`config.mk`:
```
export PLATFORM = sky130hd
export DESIGN_NAME = systolic_gemm_nxn
export DESIGN_NICKNAME = d
export VERILOG_FILES = /design/src/rtl/systolic_gemm_nxn.sv
export SDC_FILE = /design/constraint.sdc
export NUM_CORES = 2
export LEC_CHECK = 0
export ABC_CLOCK_PERIOD_IN_PS = 5900
export CAP_MARGIN = 20
export CORE_ASPECT_RATIO = 0.9
export CORE_MARGIN = 2
export CORE_UTILIZATION = 55
export DETAILED_ROUTE_END_ITERATION = 10
export PLACE_DENSITY = 0.75
export SYNTH_ARGS = -nofsm -noshare
export SYNTH_HDL_FRONTEND = slang
export SYNTH_SLANG_ARGS = --single-unit
```
`constraint.sdc`:
```
create_clock -name clk -period 5.9 [get_ports clk]
set_clock_uncertainty 0.15 [all_clocks]
set_input_delay 1.18 -clock clk [delete_from_list [all_inputs] [get_ports clk]]
set_output_delay 1.18 -clock clk [all_outputs]
set_load 0.03 [all_outputs]
```
`src/rtl/systolic_gemm_nxn.sv`:
```
// systolic_gemm_nxn: NxN output-stationary systolic matrix multiplier, C = A x B.
// Start/busy/done handshake, IDLE->LOAD->RUN->DONE controller, skewed edge
// feeder and an NxN MAC grid with registered east/south operand forwarding.
// Optional build macro GEMM_SIGNED_EN: two's-complement operands, sign-extended
// products. Without it the operands are unsigned and products zero-extended.
module systolic_gemm_nxn #(
  parameter int N         = 4,
  parameter int OP_WIDTH  = 8,
  parameter int ACC_WIDTH = 2*OP_WIDTH + $clog2(N)
) (
  input  logic                        clk,
  input  logic                        reset,
  input  logic                        start,
  input  logic [N*N*OP_WIDTH-1:0]     a_mat,
  input  logic [N*N*OP_WIDTH-1:0]     b_mat,
  output logic                        busy,
  output logic                        done,
  output logic [N*N*ACC_WIDTH-1:0]    c_mat
);

  localparam int SW = $clog2(3*N);
  localparam logic [SW-1:0] LAST_STEP = SW'(3*N-3);

  typedef enum logic [1:0] {
    ST_IDLE = 2'd0,
    ST_LOAD = 2'd1,
    ST_RUN  = 2'd2,
    ST_DONE = 2'd3
  } state_t;

  state_t                      state_r, next_state_s;
  logic                        accept_s;
  logic [SW-1:0]               step_r;
  logic                        busy_r, done_r;
  logic [N*N*OP_WIDTH-1:0]     a_lat_r, b_lat_r;
  logic [OP_WIDTH-1:0]         west_s  [N];
  logic [OP_WIDTH-1:0]         north_s [N];
  logic [OP_WIDTH-1:0]         a_in_s  [N][N];
  logic [OP_WIDTH-1:0]         b_in_s  [N][N];
  logic [OP_WIDTH-1:0]         a_fwd_r [N][N];
  logic [OP_WIDTH-1:0]         b_fwd_r [N][N];
  logic [ACC_WIDTH-1:0]        acc_r   [N][N];

  // Product of two operands extended to the accumulator width; truncating the
  // ACC_WIDTH-wide product keeps the result exact modulo 2^ACC_WIDTH.
  function automatic logic [ACC_WIDTH-1:0] mul_ext(input logic [OP_WIDTH-1:0] a,
                                                   input logic [OP_WIDTH-1:0] b);
    logic [ACC_WIDTH-1:0] ax;
    logic [ACC_WIDTH-1:0] bx;
`ifdef GEMM_SIGNED_EN
    ax = {{(ACC_WIDTH-OP_WIDTH){a[OP_WIDTH-1]}}, a};
    bx = {{(ACC_WIDTH-OP_WIDTH){b[OP_WIDTH-1]}}, b};
`else
    ax = {{(ACC_WIDTH-OP_WIDTH){1'b0}}, a};
    bx = {{(ACC_WIDTH-OP_WIDTH){1'b0}}, b};
`endif
    return ax * bx;
  endfunction

  // Controller next state; a start is only taken in IDLE or DONE.
  always_comb begin
    next_state_s = state_r;
    accept_s     = 1'b0;
    case (state_r)
      ST_IDLE: begin
        if (start) begin
          next_state_s = ST_LOAD;
          accept_s     = 1'b1;
        end else begin
          next_state_s = ST_IDLE;
        end
      end
      ST_LOAD: next_state_s = ST_RUN;
      ST_RUN: begin
        if (step_r == LAST_STEP) begin
          next_state_s = ST_DONE;
        end else begin
          next_state_s = ST_RUN;
        end
      end
      ST_DONE: begin
        if (start) begin
          next_state_s = ST_LOAD;
          accept_s     = 1'b1;
        end else begin
          next_state_s = ST_IDLE;
        end
      end
      default: next_state_s = ST_IDLE;
    endcase
  end

  // State, step counter and registered handshake outputs.
  always_ff @(posedge clk) begin
    if (reset) begin
      state_r <= ST_IDLE;
      step_r  <= {SW{1'b0}};
      busy_r  <= 1'b0;
      done_r  <= 1'b0;
    end else begin
      state_r <= next_state_s;
      step_r  <= (state_r == ST_RUN && step_r != LAST_STEP) ? step_r + SW'(1) : {SW{1'b0}};
      busy_r  <= (next_state_s == ST_LOAD) || (next_state_s == ST_RUN);
      done_r  <= (next_state_s == ST_DONE);
    end
  end

  // Skewed edge feeder: row i sees A[i][t-i], column j sees B[t-j][j], else 0.
  always_comb begin
    for (int i = 0; i < N; i++) begin
      west_s[i]  = {OP_WIDTH{1'b0}};
      north_s[i] = {OP_WIDTH{1'b0}};
      for (int k = 0; k < N; k++) begin
        if (step_r == SW'(i + k)) begin
          west_s[i]  = a_lat_r[(i*N+k)*OP_WIDTH +: OP_WIDTH];
          north_s[i] = b_lat_r[(k*N+i)*OP_WIDTH +: OP_WIDTH];
        end else begin
          west_s[i]  = west_s[i];
          north_s[i] = north_s[i];
        end
      end
    end
  end

  // Grid wiring: first column/row take the edge feed, others the neighbour hop.
  for (genvar gi = 0; gi < N; gi++) begin : g_row
    for (genvar gj = 0; gj < N; gj++) begin : g_col
      if (gj == 0) begin : g_west
        assign a_in_s[gi][gj] = west_s[gi];
      end else begin : g_ahop
        assign a_in_s[gi][gj] = a_fwd_r[gi][gj-1];
      end
      if (gi == 0) begin : g_north
        assign b_in_s[gi][gj] = north_s[gj];
      end else begin : g_bhop
        assign b_in_s[gi][gj] = b_fwd_r[gi-1][gj];
      end
      assign c_mat[(gi*N+gj)*ACC_WIDTH +: ACC_WIDTH] = acc_r[gi][gj];
    end
  end

  // Operand latches, PE accumulators and forwarding registers.
  always_ff @(posedge clk) begin
    if (reset) begin
      a_lat_r <= {(N*N*OP_WIDTH){1'b0}};
      b_lat_r <= {(N*N*OP_WIDTH){1'b0}};
      for (int i = 0; i < N; i++) begin
        for (int j = 0; j < N; j++) begin
          acc_r[i][j]   <= {ACC_WIDTH{1'b0}};
          a_fwd_r[i][j] <= {OP_WIDTH{1'b0}};
          b_fwd_r[i][j] <= {OP_WIDTH{1'b0}};
        end
      end
    end else begin
      if (accept_s) begin
        a_lat_r <= a_mat;
        b_lat_r <= b_mat;
      end
      for (int i = 0; i < N; i++) begin
        for (int j = 0; j < N; j++) begin
          if (accept_s) begin
            acc_r[i][j] <= {ACC_WIDTH{1'b0}};
          end else if (state_r == ST_RUN) begin
            acc_r[i][j] <= acc_r[i][j] + mul_ext(a_in_s[i][j], b_in_s[i][j]);
          end
          if (state_r == ST_LOAD) begin
            a_fwd_r[i][j] <= {OP_WIDTH{1'b0}};
            b_fwd_r[i][j] <= {OP_WIDTH{1'b0}};
          end else if (state_r == ST_RUN) begin
            a_fwd_r[i][j] <= a_in_s[i][j];
            b_fwd_r[i][j] <= b_in_s[i][j];
          end
        end
      end
    end
  end

  assign busy = busy_r;
  assign done = done_r;

endmodule

```
Word level (Yosys, flattened, before mapping)
Memory sizes are Yosys's and may differ from the RTL's.
Index checks and enable logic that the tools add are counted.
{ "totals": {"output_inout_bits": 290, "mem_count": 3, "ramBits": 544, "word_cells": 307, "input_bits": 259, "romBits": 0, "latchBits": 0, "regBits": 264} }
{ "mem_list": {"columns": ["memory", "words", "width", "read_ports", "rd_clocked_by_memory_dff", "write_ports", "line", "text"], "rows": [
  ["acc_r", 4, 72, 4, 0, 4, "42", "logic [ACC_WIDTH-1:0] acc_r [N][N];"],
  ["a_fwd_r", 4, 32, 4, 0, 4, "40", "logic [OP_WIDTH-1:0] a_fwd_r [N][N];"],
  ["b_fwd_r", 4, 32, 3, 0, 4, "41", "logic [OP_WIDTH-1:0] b_fwd_r [N][N];"]
]} }
{ "op_classes": {"multipliers": 16, "add_sub_neg": 17, "reduce_logical": 6, "eq_ne": 14, "shift": 0, "magnitude_cmp": 0, "n_div": 0, "n_mux": 148, "bitwise": 97} }
{ "op_table": {"columns": ["operator", "n"], "rows": [
  ["$mux 8", 96],
  ["$mux 18", 32],
  ["$add 18x16->18", 16],
  ["$mul 8x8->16", 16],
  ["$or 1x1->1", 96],
  ["$mux 1", 19],
  ["$eq 4x3->1 const B", 3],
  ["$eq 2x2->1 const B", 4],
  ["$eq 4x2->1 const B", 2],
  ["$pmux 2 s3", 1],
  ["$add 4x1->4 const B", 1],
  ["$eq 2x1->1 const B", 2],
  ["$eq 4x1->1 const B", 1],
  ["$eq 4x4->1 const B", 1],
  ["$logic_not 4->1", 1],
  ["$ne 4x4->1 const B", 1],
  ["$reduce_or 2->1", 2],
  ["$logic_not 2->1", 1],
  ["$logic_and 1x1->1", 1],
  ["$logic_or 1x1->1", 1],
  ["$not 1->1", 1]
]} }

Logic depth before layout (Yosys ltp)
{ "logic_depth": {"depth_word": 8, "ltp_mapped": 26, "mapped_depth_nobuf": 24} }

Worst setup path after synthesis
OpenSTA, ideal clock, no wires.
{ "synth_path": {"path_kind": "register to register", "startpoint": "register step_r[0]", "endpoint": "memory acc_r[0][16] (netlist name) (data pin)", "path_slack_ns": 0.154, "required_ns": 5.484, "period_less_slack_ns": 5.746, "arrival_ns": 5.330, "path_stages_with_launch": 24, "setup_ns": 0.266, "path_buffers": 2, "path_cell_list": "dfxtp_1 > inv_1 > ha_1 > buf_2 > buf_1 > nand2_1 > o21ai_0 > o211ai_1 > a21oi_1 > nand2_1 > fa_1 > inv_1 > fa_1 > inv_1 > fa_1 > fa_1 > inv_1 > ha_1 > a21oi_1 > o21ai_0 > a32o_1 > a311o_1 > xnor2_1 > nor2_1"} }
{ "synth_rtl": {"columns": ["element", "line", "text"], "rows": [
  ["start, declared", "33", "logic [SW-1:0] step_r;"],
  ["start signal, assigned", "97", "step_r <= {SW{1'b0}};"],
  ["start signal, assigned", "102", "step_r <= (state_r == ST_RUN && step_r != LAST_STEP) ? step_r + SW'(1) : {SW{1'b0}};"],
  ["end, declared", "42", null]
]} }

==> out/qor.csv <==
metric,value,unit
synth_area_leader_cell,fa_1,
io-pin-count,549,
total_power,20140,uW
critical_path.top_delay_family,adder cells,
reg2reg_from,step_r[1],
grt_pass1_vias,55570,
wl_met3,14.52,mm
min_period_over_period,99.08,%
crit_end,acc_r[1][71],
die_y,340.7,um
grt_pass1_wl,310.9,mm
num_vias,54120,
top_layer,met5,
cp_data_arrival_time,6.15,ns
area_growth,20.06,%
ir_drop,257.8,uV
wirelength,200.5,mm
cellLeakagePower,0.03904,uW
max_slew_margin,27.85,%
rr_worst_depth,22,
hold_path.class,register to register,
fin_ws,0.05424,ns
max_freq,171.1,MHz
routedWlPerCell,20.54,um
yosysWarnings,0,
synth_ff_type,edfxtp_1,
drc,0,
cp.depth,22,
cp-start-kind,register,
tightest_slew,1.082,ns
postPlaceCellArea,78580,um2
detail-route-antenna-nets,0,
grt_max_degree,155,
worstPathCellList,inv_4 > ha_4 > nor4b_4 > buf_4 > a22oi_1 > a21oi_2 > buf_4 > nand2_1 > fa_1 > inv_1 > fa_1 > fa_1 > inv_1 > fa_1 > inv_1 > ha_4 > o21a_1 > o31a_1 > o31a_1 > nor3_4 > o21ai_1 > mux2_2,
status,"complete, no violations",
setup_violations,0,
netlist_area,69280,um2
tns,0,ns
die_x,378.1,um
multi_input_area,44410,um2
cpMostUsedCell,fa_1,
syn_area_per_cell,9.569,um2
rsz0062_at_grt,yes,
met1_length,81.69,mm
cts_made_buffers,88,
ff_latch_area,19370,um2
ys_seq_area_share,27.94,%
dp_slack,-0.1938,ns
synth.distinct_cells,70,
yosysTopAreaCellShare,23.12,%
cts_max_level,3,
end_kind,register,
drt-initial-drc-count,4021,
synthArstFlopShare,0,%
slowest_stage,fa_1,
finalCriticalPeriod,5.846,ns
crit_path_start,step_r[1],
antenna_found_initial,24,
fin_cells,9760,
layout.nets,9693,
drive_above_1_share,8.821,%
grt_util_all_layers,31.18,%
cp.required,6.21,ns
insertion_delay,0.74,ns
layout_common_cells,"inv_1 (1404), fa_1 (786), nand2_1 (742)",
layout_commonest_cell,inv_1,
start_util,55.44,%
place_congestion,0.9547,
syn_nets,8947,
ys_top_cells_by_area,"fa_1 (23%), edfxtp_1 (19%), ha_1 (12%), dfxtp_1 (8.6%), inv_1 (7.6%)",
root_buffer,clkbuf_16,
cellPowerDensity,242.1,nW/um2
hold_viol,0,
synth_edf_count,446,
critPathMaxStageDelay,0.56,ns
path_buf_inv,6,
r2r-end,acc_r[1][71],
rows,123,
clock_path_buffers,3,
cts.sinks,744,
port_buffers,548,
reg2reg_setup_slack,0.05,ns
worstPathMaxFanout,6,
fillers,10010,
post-place-cells,9535,
coreArea,125000,um2
cts_tree,built,
syn_inst,7240,
ys_seq_elements,744,
die_area,128800,um2
dr.pass1.iters,6,
clk_pin_slew_worst_paths,0.07,ns
grt-ovfl-total,0,
design_area,83170,um2
maxCapViolCount,0,
wl_met2,94.96,mm
path_class,register to register,
routed_via_density,5.545,
maxSlewViolCount,0,
dp_hpwl,157.4,mm
-- cell type report --
class	instances	share of cell area, %
Multi-Input combinational cell	4809	53.39
Inverter	1411	6.386
Antenna cell	13	0.03911
Sequential cell	744	23.29
Clock inverter	52	0.9221
Timing Repair Buffer	932	10.51
Tap cell	1687	2.538
Clock buffer	112	2.917
-- routing by layer --
layer	vias up	global-route usage, %
met1	26830	40.46
met5	-	0
li1	24920	-
met4	4	12.93
met3	446	5.811
met2	1927	51.43
-- kinds of logic after synthesis --
family,count (synthesis),share of synthesized area [%]
fa+ha+maj,1448,34.82
simple gates,2116,15.30
flops,744,27.94
xor+xnor,115,1.454
compound gates,1108,10.98
mux,22,0.3197
buf+inv,1687,9.182
-- repair_timing --
action / CTS / global route
setup endpoints to repair: 37 / 65
gates resized for setup: 34 / 221
cloned: 1 / 7
pin swaps: 6 / 98
setup buffers: 0 / 40
hold buffers: 0 / 0
-- through the flow --
stage / hold WS [ns] / util [%]
floorplan: 0.2900 / -
global placement: 0.3049 / 62.88
detailed placement: 0.3082 / 62.88
CTS: 0.3246 / 65.55
global route: 0.3364 / 66.56
finish: 0.3231 / 66.56
-- synthesized netlist by cell type, types with 6 or more instances --
library cell,count
inv_1,1411
fa_1,800
nand2_1,752
and2_1,659
ha_1,648
edfxtp_1,446
dfxtp_1,298
nor2_1,274
a22o_1,263
a21oi_1,239
clkbuf_1,215
o21ai_0,200
and3_1,81
nor3_1,70
xnor2_1,70
a21o_1,69
nand3_1,64
a211oi_1,62
o21a_1,53
nand2b_1,51
nand3b_1,48
xor2_1,45
nor2b_1,42
buf_1,38
a22oi_1,37
o211ai_1,36
or3_1,28
a31oi_1,25
buf_2,23
mux2i_1,21
nand4_1,20
o21bai_1,19
o31a_1,16
o31ai_1,15
a21boi_0,11
nor3b_1,7
o22ai_1,7
a221o_1,6
-- worst register-to-register path, delay by kind of cell, from the launching register on --
family,cells,cell delay [ns]
muxes,1,0.28
and+or+nand+nor,3,0.64
AOI/OAI and AO/OA,6,0.94
buffers and inverters,6,0.64
DFF,1,0.37
adders and majority gates,6,2.52
-- where the power goes --
part           internal [uW]  switching [uW]
clock                   3560            2470
combinational           3010            4160
sequential              6150             784
total                  12700            7410
-- state kept, by name, summed over array words and instances, names as in the netlist, 2 cells and up --
| register | count |
|---|---|
| a_fwd_r | 96 |
| a_lat_r | 128 |
| acc_r | 288 |
| b_fwd_r | 96 |
| state_r | 2 |
| b_lat_r | 128 |
| step_r | 4 |
-- worst min-delay path by stage --
stage | startpoint | end | slack [ns] | depth (start not counted)
2_1_floorplan | a_lat_r[56] | a_lat_r[56] | 0.29 | 1
3_3_place_gp | b_lat_r[121] | b_lat_r[121] | 0.30 | 1
3_5_place_dp | b_lat_r[121] | b_lat_r[121] | 0.31 | 1
4_1_cts | a_lat_r[123] | a_lat_r[123] | 0.32 | 1
5_1_grt | b_lat_r[120] | b_lat_r[120] | 0.34 | 1
6_report | a_lat_r[123] | a_lat_r[123] | 0.32 | 1
Power figures use the tool's default switching activity.
